$ cat src/rtl/spi_master_driver_if.sv
`default_nettype none
// ============================================================================
// Module   : spi_master_driver_if
// Purpose  : Host request/response signals and SPI pins of the frame generator.
// Revision : 1.0
// ============================================================================
interface spi_master_driver_if;
    logic       start;
    logic [1:0] cmd;
    logic [7:0] wdata;
    logic       busy;
    logic       done;
    logic [7:0] rd_data;
    logic       rd_valid;
    logic       MOSI;
    logic       SS_n;
    logic       MISO;

    modport master (
        input  start, cmd, wdata, MISO,
        output busy, done, rd_data, rd_valid, MOSI, SS_n
    );

    modport slave (
        output start, cmd, wdata, MISO,
        input  busy, done, rd_data, rd_valid, MOSI, SS_n
    );
endinterface
`default_nettype wire

$ cat src/rtl/spi_master_driver.sv
`default_nettype none
// ============================================================================
// Module   : spi_master_driver
// Purpose  : SPI frame generator: SS_n-framed command + byte on MOSI, optional
//            8-bit MISO reply for read-data commands.
// Revision : 1.0
// ============================================================================
module spi_master_driver #(
    parameter int RD_LAT = 1
) (
    input wire                   clk,
    input wire                   rst,
    spi_master_driver_if.master  bus
);

    typedef enum logic [2:0] {
        S_IDLE   = 3'd0,
        S_SELECT = 3'd1,
        S_CMD    = 3'd2,
        S_DATA   = 3'd3,
        S_WAIT   = 3'd4,
        S_RECV   = 3'd5,
        S_END    = 3'd6
    } state_t;

    localparam logic [3:0] c_cmd_last  = 4'd2;
    localparam logic [3:0] c_byte_last = 4'd7;
    localparam logic [3:0] c_wait_last = (RD_LAT > 0) ? 4'(RD_LAT - 1) : 4'd0;
    localparam bit         c_has_wait  = (RD_LAT > 0);

    state_t     r_state;
    logic [3:0] r_cnt;
    logic [1:0] r_cmd;
    logic [7:0] r_wdata;
    logic [7:0] r_shift;
    logic       r_mosi;
    logic       r_ss_n;
    logic       r_busy;
    logic       r_done;
    logic       r_rd_valid;
    logic [7:0] r_rd_data;

    logic       w_cnt_zero;
    logic [2:0] w_bit_idx;
    logic [7:0] w_shift_in;
    logic       w_is_read;

    assign w_cnt_zero = (r_cnt == 4'd0);
    assign w_bit_idx  = r_cnt[2:0] - 3'd1;
    assign w_shift_in = {r_shift[6:0], bus.MISO};
    assign w_is_read  = (r_cmd == 2'b11);

    // Outputs are registered for the state being entered, so each pin value
    // appears during the cycle that state occupies.
    always_ff @(posedge clk) begin
        if (rst) begin
            r_state    <= S_IDLE;
            r_cnt      <= 4'd0;
            r_cmd      <= 2'b00;
            r_wdata    <= 8'h00;
            r_shift    <= 8'h00;
            r_mosi     <= 1'b0;
            r_ss_n     <= 1'b1;
            r_busy     <= 1'b0;
            r_done     <= 1'b0;
            r_rd_valid <= 1'b0;
            r_rd_data  <= 8'h00;
        end else begin
            r_done     <= 1'b0;
            r_rd_valid <= 1'b0;
            case (r_state)
                S_IDLE: begin
                    r_ss_n <= 1'b1;
                    r_mosi <= 1'b0;
                    r_busy <= 1'b0;
                    if (bus.start) begin
                        r_cmd   <= bus.cmd;
                        r_wdata <= bus.wdata;
                        r_state <= S_SELECT;
                        r_ss_n  <= 1'b0;
                        r_busy  <= 1'b1;
                    end
                end
                S_SELECT: begin
                    r_state <= S_CMD;
                    r_cnt   <= c_cmd_last;
                    r_mosi  <= r_cmd[1];
                end
                S_CMD: begin
                    // Command phase sends cmd[1] twice: the slave's R/W bit then the 2-bit opcode.
                    if (w_cnt_zero) begin
                        r_state <= S_DATA;
                        r_cnt   <= c_byte_last;
                        r_mosi  <= r_wdata[7];
                    end else begin
                        r_cnt   <= r_cnt - 4'd1;
                        r_mosi  <= (r_cnt == 4'd1) ? r_cmd[0] : r_cmd[1];
                    end
                end
                S_DATA: begin
                    if (w_cnt_zero) begin
                        r_mosi <= 1'b0;
                        if (!w_is_read) begin
                            r_state <= S_END;
                            r_ss_n  <= 1'b1;
                            r_done  <= 1'b1;
                        end else if (c_has_wait) begin
                            r_state <= S_WAIT;
                            r_cnt   <= c_wait_last;
                        end else begin
                            r_state <= S_RECV;
                            r_cnt   <= c_byte_last;
                        end
                    end else begin
                        r_cnt  <= r_cnt - 4'd1;
                        r_mosi <= r_wdata[w_bit_idx];
                    end
                end
                S_WAIT: begin
                    if (w_cnt_zero) begin
                        r_state <= S_RECV;
                        r_cnt   <= c_byte_last;
                    end else begin
                        r_cnt   <= r_cnt - 4'd1;
                    end
                end
                S_RECV: begin
                    r_shift <= w_shift_in;
                    if (w_cnt_zero) begin
                        r_state    <= S_END;
                        r_ss_n     <= 1'b1;
                        r_done     <= 1'b1;
                        r_rd_valid <= 1'b1;
                        r_rd_data  <= w_shift_in;
                    end else begin
                        r_cnt      <= r_cnt - 4'd1;
                    end
                end
                S_END: begin
                    r_state <= S_IDLE;
                    r_ss_n  <= 1'b1;
                    r_mosi  <= 1'b0;
                    r_busy  <= 1'b0;
                end
                default: begin
                    r_state <= S_IDLE;
                    r_ss_n  <= 1'b1;
                    r_mosi  <= 1'b0;
                    r_busy  <= 1'b0;
                end
            endcase
        end
    end

    assign bus.MOSI     = r_mosi;
    assign bus.SS_n     = r_ss_n;
    assign bus.busy     = r_busy;
    assign bus.done     = r_done;
    assign bus.rd_valid = r_rd_valid;
    assign bus.rd_data  = r_rd_data;

endmodule
`default_nettype wire
$ cat src/flat_wrapper.sv
// flat-port wrapper written by rule: the top's interface ports become plain ports
module spi_master_driver_flat 
#(
    parameter int RD_LAT = 1
)
  (clk, rst, bus_start, bus_cmd, bus_wdata, bus_MISO, bus_busy, bus_done, bus_rd_data, bus_rd_valid, bus_MOSI, bus_SS_n);
  spi_master_driver_if bus_i ();
  input wire clk;
  input wire rst;
  input wire logic [$bits(bus_i.start)-1:0] bus_start;
  input wire logic [$bits(bus_i.cmd)-1:0] bus_cmd;
  input wire logic [$bits(bus_i.wdata)-1:0] bus_wdata;
  input wire logic [$bits(bus_i.MISO)-1:0] bus_MISO;
  output wire logic [$bits(bus_i.busy)-1:0] bus_busy;
  output wire logic [$bits(bus_i.done)-1:0] bus_done;
  output wire logic [$bits(bus_i.rd_data)-1:0] bus_rd_data;
  output wire logic [$bits(bus_i.rd_valid)-1:0] bus_rd_valid;
  output wire logic [$bits(bus_i.MOSI)-1:0] bus_MOSI;
  output wire logic [$bits(bus_i.SS_n)-1:0] bus_SS_n;
  assign bus_i.start = bus_start;
  assign bus_i.cmd = bus_cmd;
  assign bus_i.wdata = bus_wdata;
  assign bus_i.MISO = bus_MISO;
  assign bus_busy = bus_i.busy;
  assign bus_done = bus_i.done;
  assign bus_rd_data = bus_i.rd_data;
  assign bus_rd_valid = bus_i.rd_valid;
  assign bus_MOSI = bus_i.MOSI;
  assign bus_SS_n = bus_i.SS_n;
  spi_master_driver #(.RD_LAT(RD_LAT)) u_core (.clk(clk), .rst(rst), .bus(bus_i));
endmodule
$ cat config.mk
export PLATFORM = sky130hd
export DESIGN_NAME = spi_master_driver_flat
export DESIGN_NICKNAME = d
export VERILOG_FILES = /design/src/rtl/spi_master_driver_if.sv /design/src/rtl/spi_master_driver.sv /design/src/flat_wrapper.sv
export SDC_FILE = /design/constraint.sdc
export NUM_CORES = 1
export LEC_CHECK = 0
export ABC_CLOCK_PERIOD_IN_PS = 2200
export CAP_MARGIN = 0
export CORE_ASPECT_RATIO = 1.25
export CORE_UTILIZATION = 40
export DETAILED_ROUTE_END_ITERATION = 10
export PLACE_DENSITY = 0.61
export REMOVE_ABC_BUFFERS = 1
export SLEW_MARGIN = 15
export SYNTH_ARGS = -nofsm -noshare
export SYNTH_HDL_FRONTEND = slang
export SYNTH_SLANG_ARGS = --single-unit
export TNS_END_PERCENT = 1
$ cat constraint.sdc
create_clock -name clk -period 2.2 [get_ports clk]
set_clock_uncertainty 0.05 [all_clocks]
set_input_delay 0.55 -clock clk [delete_from_list [all_inputs] [get_ports clk]]
set_output_delay 0.55 -clock clk [all_outputs]
set_load 0.005 [all_outputs]
## After elaboration in Yosys (flattened, before gate mapping)

Cells that the tools add are included.

- Register bits after elaboration: 37
- Output and inout port bits: 13

- $add $sub $neg: 2
- $lt $le $gt $ge: 1
- Equal/unequal tests: 15
- Muxes and demuxes: 29
- Bitwise gates (word level): 2
- Reduce and logical (&&, ||, !) cells: 13

Operators with widths:

| operator | count |
|---|---|
| 3-bit case mux with 6 select lines | 1 |
| 4-bit 2-to-1 mux | 4 |
| 4-bit case mux with 4 select lines | 1 |
| 3-bit 2-to-1 mux | 5 |
| 1-bit 2-to-1 mux | 12 |
| 2-bit by 1-bit inequality test with 1-bit output, second input constant | 4 |
| 1-bit case mux with 4 select lines | 2 |
| 3-bit by 2-bit equality test with 1-bit output, second input constant | 2 |
| 3-bit equality test, second input constant | 2 |
| 2-bit inequality test, second input constant | 3 |
| 2-bit OR reduction | 3 |
| 5-bit AND reduction | 1 |
| 5-bit OR reduction | 1 |
| 4-bit by 1-bit equality test with 1-bit output, second input constant | 1 |
| 4-bit zero test | 1 |
| 3-bit by 4-bit < comparator with 1-bit output, second input constant | 1 |
| 1-bit case mux with 2 select lines | 2 |
| 2-bit AND reduction | 2 |
| 4-bit AND reduction | 1 |
| 4-bit nonzero test | 1 |
| 4-bit by 1-bit subtractor with 4-bit output, second input constant | 1 |
| 1-bit binary-select mux with 3-bit select | 1 |
| 3-bit by 1-bit equality test with 1-bit output, second input constant | 1 |
| 3-bit zero test | 1 |
| 7 further kinds | 8 |

## Longest topological paths before layout

- Depth after elaboration: 5
- Depth in mapped cells: 9
- Gate-level depth less buffers: 6

## Worst setup path after synthesis

Ideal clock, no wire load.

- Path kind: register to register
- Start: reg u_core.r_cnt[0]
- End: reg u_core.r_mosi (netlist: u_core.bus.MOSI)
- Setup time: 0.133 ns
- Data arrival time: 1.678 ns
- Data required time: 2.017 ns
- Slack: 0.339 ns
- Cell stages (with the launch flop): 7
- Path buffers: 0
- Cells stage by stage: dfxtp_1 -> inv_1 -> ha_1 -> mux4_2 -> o211a_1 -> a41oi_1 -> a211oi_1

- Longest elaborated chain between the ends: 5
- Elaborated cells on any way between the ends: 9
- Those cells by class: 1 x add/sub; 1 x eq/ne; 6 x mux; 1 x reduce/logical

RTL lines:

| item | line | RTL |
|---|---|---|
| start: declaration | spi_master_driver.sv:32 | `logic [3:0] r_cnt;` |
| start signal: assignment | spi_master_driver.sv:86 | `r_cnt <= c_cmd_last;` |
| start signal: assignment | spi_master_driver.sv:93 | `r_cnt <= c_byte_last;` |
| start signal: assignment | spi_master_driver.sv:96 | `r_cnt <= r_cnt - 4'd1;` |
| 3-bit by 1-bit subtractor with 3-bit output | spi_master_driver.sv:49 | `assign w_bit_idx = r_cnt[2:0] - 3'd1;` |
| 1-bit binary-select mux with 3-bit select | spi_master_driver.sv:116 | `r_mosi <= r_wdata[w_bit_idx];` |
| 1-bit 2-to-1 mux (not written as such) | spi_master_driver.sv:116 |  |
| 1-bit 2-to-1 mux | spi_master_driver.sv:101 | `if (w_cnt_zero) begin` |
| 1-bit case mux with 4 select lines (*) | spi_master_driver.sv:71 | `case (r_state)` |
| end signal: assignment | spi_master_driver.sv:87 | `r_mosi <= r_cmd[1];` |
| end signal: assignment | spi_master_driver.sv:97 | `r_mosi <= (r_cnt == 4'd1) ? r_cmd[0] : r_cmd[1];` |
| end signal: assignment | spi_master_driver.sv:116 |  |
| end: declaration | spi_master_driver.sv:36 | `logic r_mosi;` |

Mark *: on every way between the ends. The rest lies on a longest branch, timed or not. The select of a mux whose other input is x is not followed.
A chain may end at the register's enable or synchronous reset.

## Final worst setup path

Ends and elaborated chain as after synthesis.

==> metrics.md <==
| Metric | Value |
|---|---|
| Die area | 4980 um2 |
| Slew @ Worst Pin | 0.472 ns |
| Setup violators final | 0 |
| Register area share after synthesis | 39.4% |
| Max rail drop VDD | 436 uV |
| Top_reg_cell synth | dfxtp_1 |
| ANT nets after route | 0 |
| Core footprint | 4460 um2 |
| Worst Path Buf+Inv | 1 |
| Ports | 27 |
| Leakage power | 0.908 nW |
| Number of DRC markers in iteration 0 | 147 |
| Post-cts resize count | 0 |
| # rows | 27 |
| Post-route setup TNS | 0 ns |
| Req. time, crit path | 2.32 ns |
| Diode count | 0 |
| Layout area overhead | 20.8% |
| Mapped cell area | 1880 um2 |
| CP delay by family, top | multiplexers |
| Total track usage | 17.8% |
| Die Width | 63.3 um |
| Slowest cell on crit path | mux4_2 |
| Starting density of the core | 42.1% |
| Drt pass-1 iters | 4 |
| WHS | 0.406 ns |
| Routed via count | 1644 |
| Outcome | complete, no violations |
| Layout cell share with drive strength beyond 1 | 10.9% |
| Core Util, Final | 50.9% |
| H-tree levels | 2 |
| Input/output buffers | 26 |
| Crit Path Max Fanout | 5 |
| Final HPWL DP | 2800 um |
| Max cap viols | 0 |
| RSZ-0062 raised after global routing | false |
| Critical Path Max Stage Delay | 0.52 ns |
| Distinct cells, synth | 49 |
| Crit-path cells | inv_1, ha_1, mux4_2, o211a_1, a41oi_1, a211oi_1 |
| Cell Pwr Density | 751 nW/um2 |
| Synth warn | 0 |
| First-pass GRT wire length | 7070 um |
| Max-slew headroom | 68.5% |
| Detailed Route WL | 3970 um |
| Type of origin of the critical path | flop |
| Final worst-path cycle share | 91.7% |
| EDFF count, synth | 0 |
| Vias per std cell | 5.37 |
| Period minus WS final | 2.02 ns |
| Clock tree buffer depth | 2 |
| Clk pin slew, worst setup/hold paths | 0.07 ns |
| CTS root buf | clkbuf_8 |
| Post-CTS setup buffers | 0 |
| Post-synth ARST share | 0% |
| WL per Instance | 13.0 um |
| Synthesized area per cell | 8.50 um2 |
| Initial antenna violation count | 0 |
| Synth Register Bits | 37 |
| Worst hold path class | reg -> reg |
| CTS sink cnt | 37 |
| Critical Path End Type | flop |
| Nets | 266 |
| Vias in the first global route | 1593 |
| Critical Path AT | 2.14 ns |
| Hold-fix buffers, CTS | 0 |
| Clk_lat worst skew | 0.29 ns |
| Die Ht | 78.6 um |
| Gr ovfl total | 0 |
| F_max | 0.496 GHz |
| Final Hold Viols | 0 |
| Residual DRC count | 0 |
| GP Congestion | 0.879 |
| Largest net degree at the start of global routing | 39 |
| Cells after Synth | 221 |
| CTS tree | built |
| CTS Buf Count | 5 |
| Crit Path Class | reg -> reg |
| Slew Limit Fails | 0 |
[registers in the layout (all words and copies together) (netlist names)]
name / flops
u_core.bus.done: 1
u_core.r_state: 3
u_core.bus.rd_valid: 1
u_core.r_shift: 7
u_core.bus.SS_n: 1
u_core.bus.busy: 1
u_core.r_wdata: 8
u_core.bus.MOSI: 1
u_core.bus.rd_data: 8
u_core.r_cnt: 4
u_core.r_cmd: 2
[logic make-up (layout without fill, tap and decap cells)]
| group | after synthesis | count (layout) | share of synthesized area (%) |
|---|---|---|---|
| and+or+nand+nor | 80 | 80 | 21.5 |
| AOI/OAI and AO/OA | 66 | 66 | 22.2 |
| DFF | 37 | 37 | 39.4 |
| buffers and inverters | 22 | 49 | 6.52 |
| muxes | 9 | 9 | 6.13 |
| adders and majority gates | 5 | 5 | 3.33 |
| xor gates and xnor gates | 2 | 2 | 0.932 |
[final cells by class]
class / instances / area (um2)
Fill cell: 481 / 2190
Multi-Input combinational cell: 162 / 1020
Sequential cell: 37 / 741
Timing Repair Buffer: 34 / 333
Clock buffer: 6 / 72.6
Tap cell: 58 / 72.6
Inverter: 7 / 26.3
Clock inverter: 2 / 10.0
[Yosys cell counts, types with 2 or more instances]
master     n  area (um2)
o22ai_1    3        18.8
a21o_1     3        22.5
mux4_2     2        45.0
and3b_1    2        17.5
o211a_1    2        20.0
nand3_1    2        10.0
o21ai_1    2        10.0
a211oi_1   3        22.5
nand2b_1   4        25.0
and3_1     2        12.5
ha_1       5        62.6
mux2i_1    7        70.1
nand2_1   33         124
buf_2      5        25.0
xnor2_1    2        17.5
nor2b_1    4        25.0
inv_1      7        26.3
nor2_1    14        52.6
dfxtp_1   37         741
a21oi_1   27         135
or2_2      3        18.8
o21ai_0   13        65.1
nor3_1     4        20.0
buf_6      4        45.0
clkbuf_1   5        18.8
or3_1      3        18.8
[power by group]
group	internal [W]	switching [W]
clock	0.000219	0.000239
combinational	0.000216	0.000270
sequential	0.000712	0.0000485
[routing by layer]
layer,GRT usage [%],share of wire (%)
met1,22.0,47
met3,3.63,3.3
met5,0,0
met4,6.36,1.4
met2,30.4,48
[cells in the final DEF, fill, tap and decap left out, types with 2 or more instances in the layout]
| cell | synthesis | layout |
|---|---|---|
| dfxtp_1 | 37 | 37 |
| xnor2_1 | 2 | 2 |
| a21o_1 | 3 | 3 |
| clkinv_2 | 0 | 2 |
| nand3_1 | 2 | 2 |
| mux4_2 | 2 | 2 |
| mux2i_1 | 7 | 7 |
| o211a_1 | 2 | 2 |
| a211oi_1 | 3 | 3 |
| or2_2 | 3 | 3 |
| nor3_1 | 4 | 4 |
| nor2b_1 | 4 | 4 |
| ha_1 | 5 | 5 |
| nand2b_1 | 4 | 4 |
| o21ai_1 | 2 | 2 |
| a21oi_1 | 27 | 27 |
| and3_1 | 2 | 2 |
| inv_1 | 7 | 7 |
| o21ai_0 | 13 | 13 |
| clkdlybuf4s50_1 | 0 | 26 |
| o22ai_1 | 3 | 3 |
| or3_1 | 3 | 3 |
| clkbuf_8 | 0 | 5 |
| nor2_1 | 14 | 14 |
| and3b_1 | 2 | 2 |
| nand2_1 | 33 | 33 |
| buf_4 | 1 | 7 |
[through the flow]
step / total power, W / setup slack, ns / std cells / instance area, um2
floorplan: 0.00108 / 0.287 / 206 / 1780
global placement: 0.00126 / 0.262 / 298 / 2190
detailed placement: 0.00126 / 0.184 / 298 / 2190
CTS: 0.00172 / 0.171 / 306 / 2270
global route: 0.00181 / 0.0487 / 306 / 2270
finish: 0.00171 / 0.182 / 306 / 2270
[worst register-to-register path: stages (launching register included)]
cell      delay (ns)
dfxtp_1         0.44
inv_1           0.11
ha_1            0.40
mux4_2          0.52
o211a_1         0.14
a41oi_1         0.16
a211oi_1        0.09
[path summary, 6_finish.rpt]
check,end,startpoint,cells past startpoint,slack [ns]
setup / recovery,u_core.bus.MOSI,u_core.r_cnt[0],6,0.18
hold / removal,u_core.r_wdata[0],u_core.r_wdata[0],2,0.41
setup reg to reg,u_core.bus.MOSI,u_core.r_cnt[0],6,0.18
hold reg to reg,u_core.r_wdata[0],u_core.r_wdata[0],2,0.41
No activity file was read; power rests on OpenSTA's default activity.
